File: config.mk
export PLATFORM = sky130hd
export DESIGN_NAME = register_demux_flat
export DESIGN_NICKNAME = d
export VERILOG_FILES = /design/src/rtl/register_demux_if.sv /design/src/rtl/register_demux.sv /design/src/flat_wrapper.sv
export SDC_FILE = /design/constraint.sdc
export NUM_CORES = 1
export LEC_CHECK = 0
export ABC_AREA = 1
export CAP_MARGIN = 40
export CELL_PAD_IN_SITES_DETAIL_PLACEMENT = 2
export CELL_PAD_IN_SITES_GLOBAL_PLACEMENT = 2
export CORE_MARGIN = 10
export CORE_UTILIZATION = 28
export CTS_CLUSTER_SIZE = 12
export DETAILED_ROUTE_END_ITERATION = 10
export PLACE_DENSITY_LB_ADDON = 0.05
export SKIP_LAST_GASP = 1
export SYNTH_ARGS = -nofsm -noshare
export SYNTH_HDL_FRONTEND = slang
export SYNTH_SLANG_ARGS = --single-unit
File: constraint.sdc
create_clock -name CLK -period 1.2 [get_ports CLK]
set_input_delay 0.12 -clock CLK [delete_from_list [all_inputs] [get_ports CLK]]
set_output_delay 0.12 -clock CLK [all_outputs]
set_load 0.05 [all_outputs]
File: src/rtl/register_demux_if.sv
// Write-side bus of the register demux: request/stall inputs, register outputs
// and the commit report. The slave modport is the demux, the master the requester.
interface register_demux_if #(
    parameter int WIDTH = 8
);
    logic [WIDTH-1:0] DIN;
    logic [1:0]       S;
    logic             WE;
    logic             HOLD;
    logic [WIDTH-1:0] A;
    logic [WIDTH-1:0] B;
    logic [WIDTH-1:0] C;
    logic [WIDTH-1:0] D;
    logic             BUSY;
    logic             DONE;
    logic [1:0]       DONE_SEL;

    modport slave (
        input  DIN, S, WE, HOLD,
        output A, B, C, D, BUSY, DONE, DONE_SEL
    );

    modport master (
        output DIN, S, WE, HOLD,
        input  A, B, C, D, BUSY, DONE, DONE_SEL
    );
endinterface

File: src/rtl/register_demux.sv
// 4-channel write demux into registers A-D behind a one-entry pending stage.
// Optional macro REGISTER_DEMUX_BYPASS_EN forwards pending data to its output.
module register_demux #(
    parameter int WIDTH = 8
) (
    input  logic             CLK,
    input  logic             RST_N,
    register_demux_if.slave  bus
);
    logic [3:0][WIDTH-1:0] regs_q, regs_d;
    logic [3:0][WIDTH-1:0] view_s;
    logic                  pv_q, pv_d;
    logic [1:0]            ps_q, ps_d;
    logic [WIDTH-1:0]      pd_q, pd_d;
    logic                  done_q, done_d;
    logic [1:0]            done_sel_q, done_sel_d;
    logic                  busy_s;
    logic                  accept_s;
    logic                  commit_s;

    // Handshake qualifiers; a stalled full stage refuses new writes
    always_comb begin
        busy_s   = pv_q & bus.HOLD;
        accept_s = bus.WE & ~busy_s;
        commit_s = pv_q & ~bus.HOLD;
    end

    // Next state: commit uses the old pending entry, accept reloads it on the same edge
    always_comb begin
        regs_d     = regs_q;
        pv_d       = pv_q;
        ps_d       = ps_q;
        pd_d       = pd_q;
        done_d     = 1'b0;
        done_sel_d = done_sel_q;
        if (commit_s) begin
            regs_d[ps_q] = pd_q;
            done_d       = 1'b1;
            done_sel_d   = ps_q;
            pv_d         = 1'b0;
        end else begin
            done_d = 1'b0;
        end
        if (accept_s) begin
            pv_d = 1'b1;
            ps_d = bus.S;
            pd_d = bus.DIN;
        end else begin
            ps_d = ps_q;
        end
    end

    // State registers; reset discards any pending write
    always_ff @(posedge CLK or negedge RST_N) begin
        if (!RST_N) begin
            regs_q     <= {(4*WIDTH){1'b0}};
            pv_q       <= 1'b0;
            ps_q       <= 2'b00;
            pd_q       <= {WIDTH{1'b0}};
            done_q     <= 1'b0;
            done_sel_q <= 2'b00;
        end else begin
            regs_q     <= regs_d;
            pv_q       <= pv_d;
            ps_q       <= ps_d;
            pd_q       <= pd_d;
            done_q     <= done_d;
            done_sel_q <= done_sel_d;
        end
    end

`ifdef REGISTER_DEMUX_BYPASS_EN
    // Readers see a pending write immediately, even while the commit is held
    always_comb begin
        view_s = regs_q;
        if (pv_q) begin
            view_s[ps_q] = pd_q;
        end else begin
            view_s = regs_q;
        end
    end
`else
    assign view_s = regs_q;
`endif

    assign bus.A        = view_s[0];
    assign bus.B        = view_s[1];
    assign bus.C        = view_s[2];
    assign bus.D        = view_s[3];
    assign bus.BUSY     = busy_s;
    assign bus.DONE     = done_q;
    assign bus.DONE_SEL = done_sel_q;
endmodule

File: src/flat_wrapper.sv
// flat-port wrapper written by rule: the top's interface ports become plain ports
module register_demux_flat 
#(
    parameter int WIDTH = 8
)
  (CLK, RST_N, bus_DIN, bus_S, bus_WE, bus_HOLD, bus_A, bus_B, bus_C, bus_D, bus_BUSY, bus_DONE, bus_DONE_SEL);
  register_demux_if #(.WIDTH(WIDTH)) bus_i ();
  input  logic CLK;
  input  logic RST_N;
  input wire logic [$bits(bus_i.DIN)-1:0] bus_DIN;
  input wire logic [$bits(bus_i.S)-1:0] bus_S;
  input wire logic [$bits(bus_i.WE)-1:0] bus_WE;
  input wire logic [$bits(bus_i.HOLD)-1:0] bus_HOLD;
  output wire logic [$bits(bus_i.A)-1:0] bus_A;
  output wire logic [$bits(bus_i.B)-1:0] bus_B;
  output wire logic [$bits(bus_i.C)-1:0] bus_C;
  output wire logic [$bits(bus_i.D)-1:0] bus_D;
  output wire logic [$bits(bus_i.BUSY)-1:0] bus_BUSY;
  output wire logic [$bits(bus_i.DONE)-1:0] bus_DONE;
  output wire logic [$bits(bus_i.DONE_SEL)-1:0] bus_DONE_SEL;
  assign bus_i.DIN = bus_DIN;
  assign bus_i.S = bus_S;
  assign bus_i.WE = bus_WE;
  assign bus_i.HOLD = bus_HOLD;
  assign bus_A = bus_i.A;
  assign bus_B = bus_i.B;
  assign bus_C = bus_i.C;
  assign bus_D = bus_i.D;
  assign bus_BUSY = bus_i.BUSY;
  assign bus_DONE = bus_i.DONE;
  assign bus_DONE_SEL = bus_i.DONE_SEL;
  register_demux #(.WIDTH(WIDTH)) u_core (.CLK(CLK), .RST_N(RST_N), .bus(bus_i));
endmodule
### Word-level counts from Yosys, hierarchy flattened

Index checks and enable logic that the tools add are counted.

| word-level totals | value |
|---|---|
| logic and storage cells | 24 |
| output and inout bits | 36 |
| input bits | 14 |
| flip-flop bits (word level) | 46 |

| cells by class | value |
|---|---|
| bitwise logic cells | 5 |
| $lt $le $gt $ge | 2 |
| mux-type cells | 6 |
| reduce and logical (&&, ||, !) cells | 2 |

Operator list:

| operator | count |
|---|---|
| bitwise mux 32 bit | 1 |
| demux 8 bit (select 2 bit) | 1 |
| 2-to-1 mux 8 bit | 1 |
| bitwise AND 1 bit | 3 |
| less-than comparator 2 x 3 -> 1 bit, second input constant | 1 |
| 2-to-1 mux 1 bit | 3 |
| greater-or-equal comparator 2 x 1 -> 1 bit, second input constant | 1 |
| inverter 1 bit | 2 |
| nonzero test 2 bit | 1 |
| logical AND 1 bit | 1 |

### Longest topological paths before layout

Gate-level depths: netlist (run 1).

| logic depth | value |
|---|---|
| depth in word-level cells | 5 |
| gate-level depth with buffers | 6 |
| gate-level depth less buffers | 5 |

### Worst setup path before layout (run 1)

No wires, ideal clock.

| timing | value |
|---|---|
| path kind | register to output |
| start | reg u_core.pv_q |
| end | out bus_BUSY |
| setup slack | 67 ps |
| data arrival time | 1013 ps |
| required time | 1080 ps |
| cell stages (with the launch flop) | 4 |
| path buffers | 1 |
| cell sequence | dfrtp_1 nand2_1 clkbuf_1 inv_1 |

| between the ends | value |
|---|---|
| longest elaborated chain between the ends | 1 |

Ends and longest elaborated chain:

| element | line | RTL |
|---|---|---|
| from (decl) | register_demux.sv:12 | `logic pv_q, pv_d;` |
| from (signal assigned) | register_demux.sv:64 | `pv_q <= pv_d;` |
| bitwise AND 1 bit | register_demux.sv:23 | `busy_s = pv_q & bus.HOLD;` |
| to (decl) | flat_wrapper.sv:18 | `output wire logic [$bits(bus_i.BUSY)-1:0] bus_BUSY;` |

Every way passes these cells.

### Final worst setup path (run 1)

Ends and elaborated chain as after synthesis.

==> impl_metrics.json, run 1 <==
{
  "clk_pin_slew_ns": 0.08,
  "ys_ff_latch": 46,
  "rows": 29,
  "ir_worst_vdd_mv": 1.358,
  "routabilityCongestion": 0.6949,
  "p_sw_mw": 3.295,
  "synth-compound-area-share_pct": 0.5405,
  "maxCapViolCount": 0,
  "grt_max_degree": 47,
  "rsz0062_at_grt": "yes",
  "dp_slack_ns": -0.1487,
  "antenna_left": 0,
  "root_buffer": "clkbuf_8",
  "slew_headroom_pct": 78.89,
  "period_minus_slack_ns": 1.134,
  "r2r_slack_ns": 0.08,
  "clkLatencyLatePin_ns": 0.29,
  "run_status": "completed",
  "max_freq_ghz": 0.8818,
  "routedWlPerCell_um": 16.31,
  "worst_clock_skew_ns": 0.004962,
  "path_cells": "nand2_2, inv_2, buf_12",
  "clock-sinks": 46,
  "cts_buffers": 5,
  "place_hpwl_mm": 4.213,
  "area_growth_pct": 63.04,
  "start_util_pct": 29.00,
  "cts_tree": "yes",
  "final_hold_viol_count": 0,
  "synth_area_mm2": 0.001852,
  "grt_util_all_layers_pct": 11.28,
  "synthCells": 202,
  "synth_mux_area_share_pct": 0,
  "routed_wl_mm": 5.627,
  "placed_cell_area_mm2": 0.002894,
  "hold_path_class": "input pin to async pin",
  "synthSimpleGateAreaFrac_pct": 33.92,
  "cp.depth": 3,
  "die_area_mm2": 0.01027,
  "async_flop_share_pct": 100.0,
  "grt-ovfl-total": 0,
  "period_share_pct": 94.51,
  "vias": 1620,
  "synth-edff-count": 0,
  "ys_seq_area_share_pct": 62.16,
  "power_frac_clock_pct": 11.4,
  "core_mm2": 0.006386,
  "die_x_um": 101.3,
  "synth_top_cell_by_area": "dfrtp_1",
  "cp-start-kind": "register",
  "synthTopCellsByArea": "dfrtp_1 62%, nand2_1 20%, nand3_1 9.2%",
  "fillCellCount": 650,
  "clockBufferDepth": 2,
  "synthDistinctLibCells": 13,
  "worst_pin_slew_ns": 0.3166,
  "grt_first_pass_wirelength_mm": 9.190,
  "ys.flop_type": "dfrtp_1",
  "power.internal_mw": 4.403,
  "crit_arrival_ns": 1.01,
  "synth_most_common_cell": "nand2_1",
  "ys_top_cells_by_count": "99 x nand2_1, 46 x dfrtp_1, 34 x nand3_1",
  "critPathRequiredTime_ns": 1.08,
  "synth_fa_ha_area_share_pct": 0,
  "powerDensity_mw_per_mm2": 2550,
  "synth_nets": 216,
  "critPathMaxFanout": 4,
  "p_leak_nw": 1.542,
  "htreeDepth": 2,
  "drc": 0,
  "port_buffers": 49,
  "final_area_mm2": 0.003019,
  "slowest_stage": "dfrtp_1",
  "yosysWarnings": 0,
  "via_per_inst": 4.696,
  "ios": 50,
  "grt_pass1_vias": 1719,
  "nets": 282,
  "worst_hold_slack_ns": 0.3347,
  "firstDrtPassIters": 4,
  "r2r.worst_path.cells": 6,
  "setup_viol": 0,
  "drt_iter0_drc": 56,
  "worst_slack_ns": 0.06594,
  "swShare_pct": 42.80,
  "end_kind": "output pin",
  "pwr-share-seq_pct": 34.3,
  "n_antenna_cell": 0,
  "p_comb_share_pct": 54.3,
  "synth_top_family_by_area": "simple AND/OR/NAND/NOR gates",
  "final_max_slew_viol_count": 0,
  "layout-drive-gt1-share_pct": 26.87,
  "synthXorXnorAreaFrac_pct": 0,
  "netlist.area_leader.share_pct": 62.16,
  "max_stage_delay_ns": 0.41,
  "synth_area_per_cell_um2": 9.167,
  "die_h_um": 101.3,
  "crit_buf_inv": 2,
  "cp_top_family": "flip-flops",
  "worstSetupPathType": "register to output pin",
  "antenna_found_initial": 0
}
## worst paths after layout
| kind | from | endpoint |
|---|---|---|
| max reg2reg | u_core.pv_q | u_core.bus.B[4] |
| min in group CLK | bus_HOLD | u_core.pv_q |
| max in group asynchronous | RST_N | u_core.ps_q[0] |
| min | RST_N | u_core.bus.D[5] |
| min reg2reg | u_core.bus.B[5] | u_core.bus.B[5] |
| max | u_core.pv_q | bus_BUSY |
## layer usage
metal | vias up | global-route usage (%) | wire, um
met5 | - | 0 | 0
met4 | 0 | 3.537 | 22
met3 | 2 | 4.016 | 354
met2 | 42 | 17.77 | 2830
met1 | 800 | 14.11 | 2419
li1 | 776 | - | -
## repair_timing
item,4_1_cts,5_1_grt
hold buffers,1,0
pin swaps,0,1
cloned,0,1
hold endpoints to repair,46,0
setup endpoints to repair,2,22
gates resized for setup,2,5
buffers inserted,0,2
## cell families after synthesis
family	Yosys count
and+or+nand+nor	142
DFF	46
AOI/OAI and AO/OA	2
buffers and inverters	12
## power groups by stage
stage	registers (mW)	logic [mW]	clock network [mW]
6_report	2.64	4.18	0.881
5_1_grt	2.72	4.40	1.00
4_1_cts	2.65	4.22	0.934
3_5_place_dp	2.67	4.21	0
3_3_place_gp	2.66	4.15	0
2_1_floorplan	3.86	0.517	0
## sequential cells by signal, summed over array words and instances (netlist names)
| name | flops |
|---|---|
| u_core.bus.DONE_SEL | 2 |
| u_core.bus.D | 8 |
| u_core.ps_q | 2 |
| u_core.bus.DONE | 1 |
| u_core.bus.B | 8 |
| u_core.bus.C | 8 |
| u_core.bus.A | 8 |
| u_core.pd_q | 8 |
| u_core.pv_q | 1 |
## placed cells by master, fill, tap and decap left out, drive strengths merged
cell           instances
nand3                 34
clkdlybuf4s50         11
clkbuf                 7
inv                    6
nand2                103
nor2                   6
dfrtp                 46
dlymetal6s2s           1
dlygate4sd3            1
o21ai                  2
buf                   51
## per-stage QoR
step                instances  power (mW)  TNS (ns)  utilization (%)
floorplan                 202       4.382         0                -
global placement          334       6.808    -1.825            45.32
detailed placement        334       6.882    -3.692            45.32
CTS                       342       7.803         0            46.73
global route              345       8.120  -0.06167            47.28
finish                    345       7.698         0            47.28
## area by class of cell
| cell class | count | area [um2] | share of cell area, % |
|---|---|---|---|
| clock buffer | 7 | 76.32 | 2.528 |
| tap | 77 | 96.34 | 3.191 |
| multi-input combinational | 145 | 656.9 | 21.76 |
| inverter | 6 | 22.52 | 0.7460 |
| timing repair buffer | 64 | 1013 | 33.57 |
| sequential | 46 | 1154 | 38.21 |
## worst min-delay path, delay by kind of cell
kind / cells / cell delay, ns
buffers and inverters: 3 / 0.88
Note: power is estimated with default switching activity, not from simulation.
==> run 2: changes to the inputs <==
- HOLD_SLACK_MARGIN: default -> 0.08
==> results of run 2 <==
No change in the layout: final DEF, timing and power equal those of run 1.
==> run 3: changes to the inputs <==
- CAP_MARGIN: 40 -> default
- CORE_MARGIN: 10 -> default
==> run 3 against run 2 <==
  * Global-route usage rose by 4.9 points
  * Clock skew barely moved
  * Combinational power barely moved
  * Critical endpoint unchanged
  * Sequential cell count did not move
  * Power rose by 0.81%
  * Largest power group unchanged
  * Wire length fell by 4.1%
  * Cell area did not move
  * Highest routed layer unchanged
  * Clock-buffer cell count did not move
==> impl_metrics.json, run 3 (synthesis results as in run 1) <==
{
  "fillCellCount": 661,
  "clockBufferDepth": 2,
  "n_antenna_cell": 0,
  "p_leak_nw": 1.546,
  "die_area_mm2": 0.006943,
  "layout-drive-gt1-share_pct": 27.14,
  "die_h_um": 83.33,
  "powerDensity_mw_per_mm2": 2570,
  "worstSetupPathType": "register to output pin",
  "ir_worst_vdd_mv": 1.370,
  "start_util_pct": 29.16,
  "clock-sinks": 46,
  "slew_headroom_pct": 80.50,
  "drt_iter0_drc": 32,
  "final_common_cell": "nand2_1",
  "run_status": "completed",
  "firstDrtPassIters": 4,
  "htreeDepth": 2,
  "cp-start-kind": "register",
  "swShare_pct": 42.52,
  "p_comb_share_pct": 53.4,
  "drc": 0,
  "highest_layer": "met4",
  "nets": 282,
  "hold_path_class": "input pin to async pin",
  "routed_wl_mm": 5.394,
  "antenna_left": 0,
  "rows": 29,
  "max_freq_ghz": 0.8790,
  "clk_pin_slew_ns": 0.09,
  "setup_viol": 0,
  "grt-ovfl-total": 0,
  "rr_endpoint": "u_core.bus.B[4]",
  "critPathRequiredTime_ns": 1.08,
  "power_frac_clock_pct": 12.7,
  "final_max_slew_viol_count": 0,
  "grt_first_pass_wirelength_mm": 8.680,
  "critPathMaxFanout": 3,
  "cts_buffers": 5,
  "grt_pass1_vias": 1684,
  "core_mm2": 0.006350,
  "dp.cells": 332,
  "root_buffer": "clkbuf_8",
  "dp_slack_ns": -0.1496,
  "pwr-share-seq_pct": 33.9,
  "layout_common_cells": "98 x nand2_1, 44 x dfrtp_1, 39 x buf_12, 34 x nand3_1, 12 x clkdlybuf4s50_1",
  "end_kind": "output pin",
  "ios": 50,
  "clkLatencyLatePin_ns": 0.30,
  "area_growth_pct": 63.04,
  "die_x_um": 83.33,
  "worst_clock_skew_ns": 0.004553,
  "wl_met2_mm": 2.737,
  "place_hpwl_mm": 3.828,
  "cts_tree": "yes",
  "final_hold_viol_count": 0,
  "dr_wl_met3_um": 164,
  "p_sw_mw": 3.300,
  "maxCapViolCount": 0,
  "grt_max_degree": 47,
  "period_share_pct": 94.81,
  "r2r-start": "u_core.pv_q",
  "port_buffers": 49,
  "worst_slack_ns": 0.06229,
  "crit_arrival_ns": 1.02,
  "via_per_inst": 4.642,
  "routedWlPerCell_um": 15.59,
  "fin_cells": 346,
  "r2r_slack_ns": 0.07,
  "grt_util_all_layers_pct": 16.20,
  "r2r.worst_path.cells": 6,
  "power.internal_mw": 4.460,
  "worst_pin_slew_ns": 0.2924,
  "routabilityCongestion": 0.6974,
  "vias": 1606,
  "antenna_found_initial": 0,
  "wl_met1_mm": 2.442,
  "period_minus_slack_ns": 1.138
}
## run 3: layout make-up
cell class / instances / area [um2] / area share [%]
inverter: 6 / 22.52 / 0.7460
multi-input combinational: 144 / 645.6 / 21.38
clock inverter: 1 / 5.005 / 0.1658
clock buffer: 7 / 86.33 / 2.860
tap: 77 / 96.34 / 3.191
sequential: 46 / 1154 / 38.21
timing repair buffer: 65 / 1010 / 33.44
## run 3: worst max path at each step
stage                      end  depth (start not counted)           start  slack [ns]
2_1_floorplan         bus_BUSY                          3     u_core.pv_q        0.07
3_3_place_gp   u_core.bus.C[5]                          6        bus_HOLD       -0.13
3_5_place_dp   u_core.bus.C[4]                          6        bus_HOLD       -0.15
4_1_cts        u_core.bus.C[2]                          5  u_core.ps_q[1]        0.01
5_1_grt               bus_BUSY                          3     u_core.pv_q      -0.004
6_report              bus_BUSY                          3     u_core.pv_q        0.06
## run 3: worst max-delay path, cell delays in order (launching register included)
cell and delay [ns]:
dfrtp_1 0.41, nand2_2 0.09, inv_1 0.07, buf_12 0.15
## run 3: what timing repair did
| action | in CTS | in global routing |
|---|---|---|
| endpoints found under the hold margin | 46 | 0 |
| pin swaps | 0 | 2 |
| hold buffers | 1 | 0 |
| setup endpoints to repair | 2 | 14 |
| buffers inserted | 0 | 5 |
| gates resized for setup | 2 | 3 |
## run 3: power groups by stage
stage	clock network [mW]	logic [mW]	registers, mW
after floorplan	0	0.517	3.86
after global placement	0	4.08	2.67
after detailed placement	0	4.16	2.67
after CTS	1.04	4.16	2.65
after global routing	1.08	4.33	2.69
final	0.985	4.15	2.63
## run 3: metrics by stage
step | power (mW) | hold slack, ns | instance area [um2] | utilization [%] | TNS, ns
2_1_floorplan | 4.382 | -0.1756 | 1852 | - | 0
3_3_place_gp | 6.743 | 0.1312 | 2867 | 45.14 | -2.129
3_5_place_dp | 6.826 | 0.1272 | 2867 | 45.14 | -3.502
4_1_cts | 7.850 | 0.3307 | 2972 | 46.80 | 0
5_1_grt | 8.098 | 0.3489 | 3019 | 47.55 | -0.008090
6_report | 7.760 | 0.3348 | 3019 | 47.55 | 0
## run 3: per-layer routing
layer	vias to the layer above	GRT usage, %
li1	770	-
met1	796	20.75
met2	34	27.72
met3	6	3.777
met4	0	3.762
met5	-	0
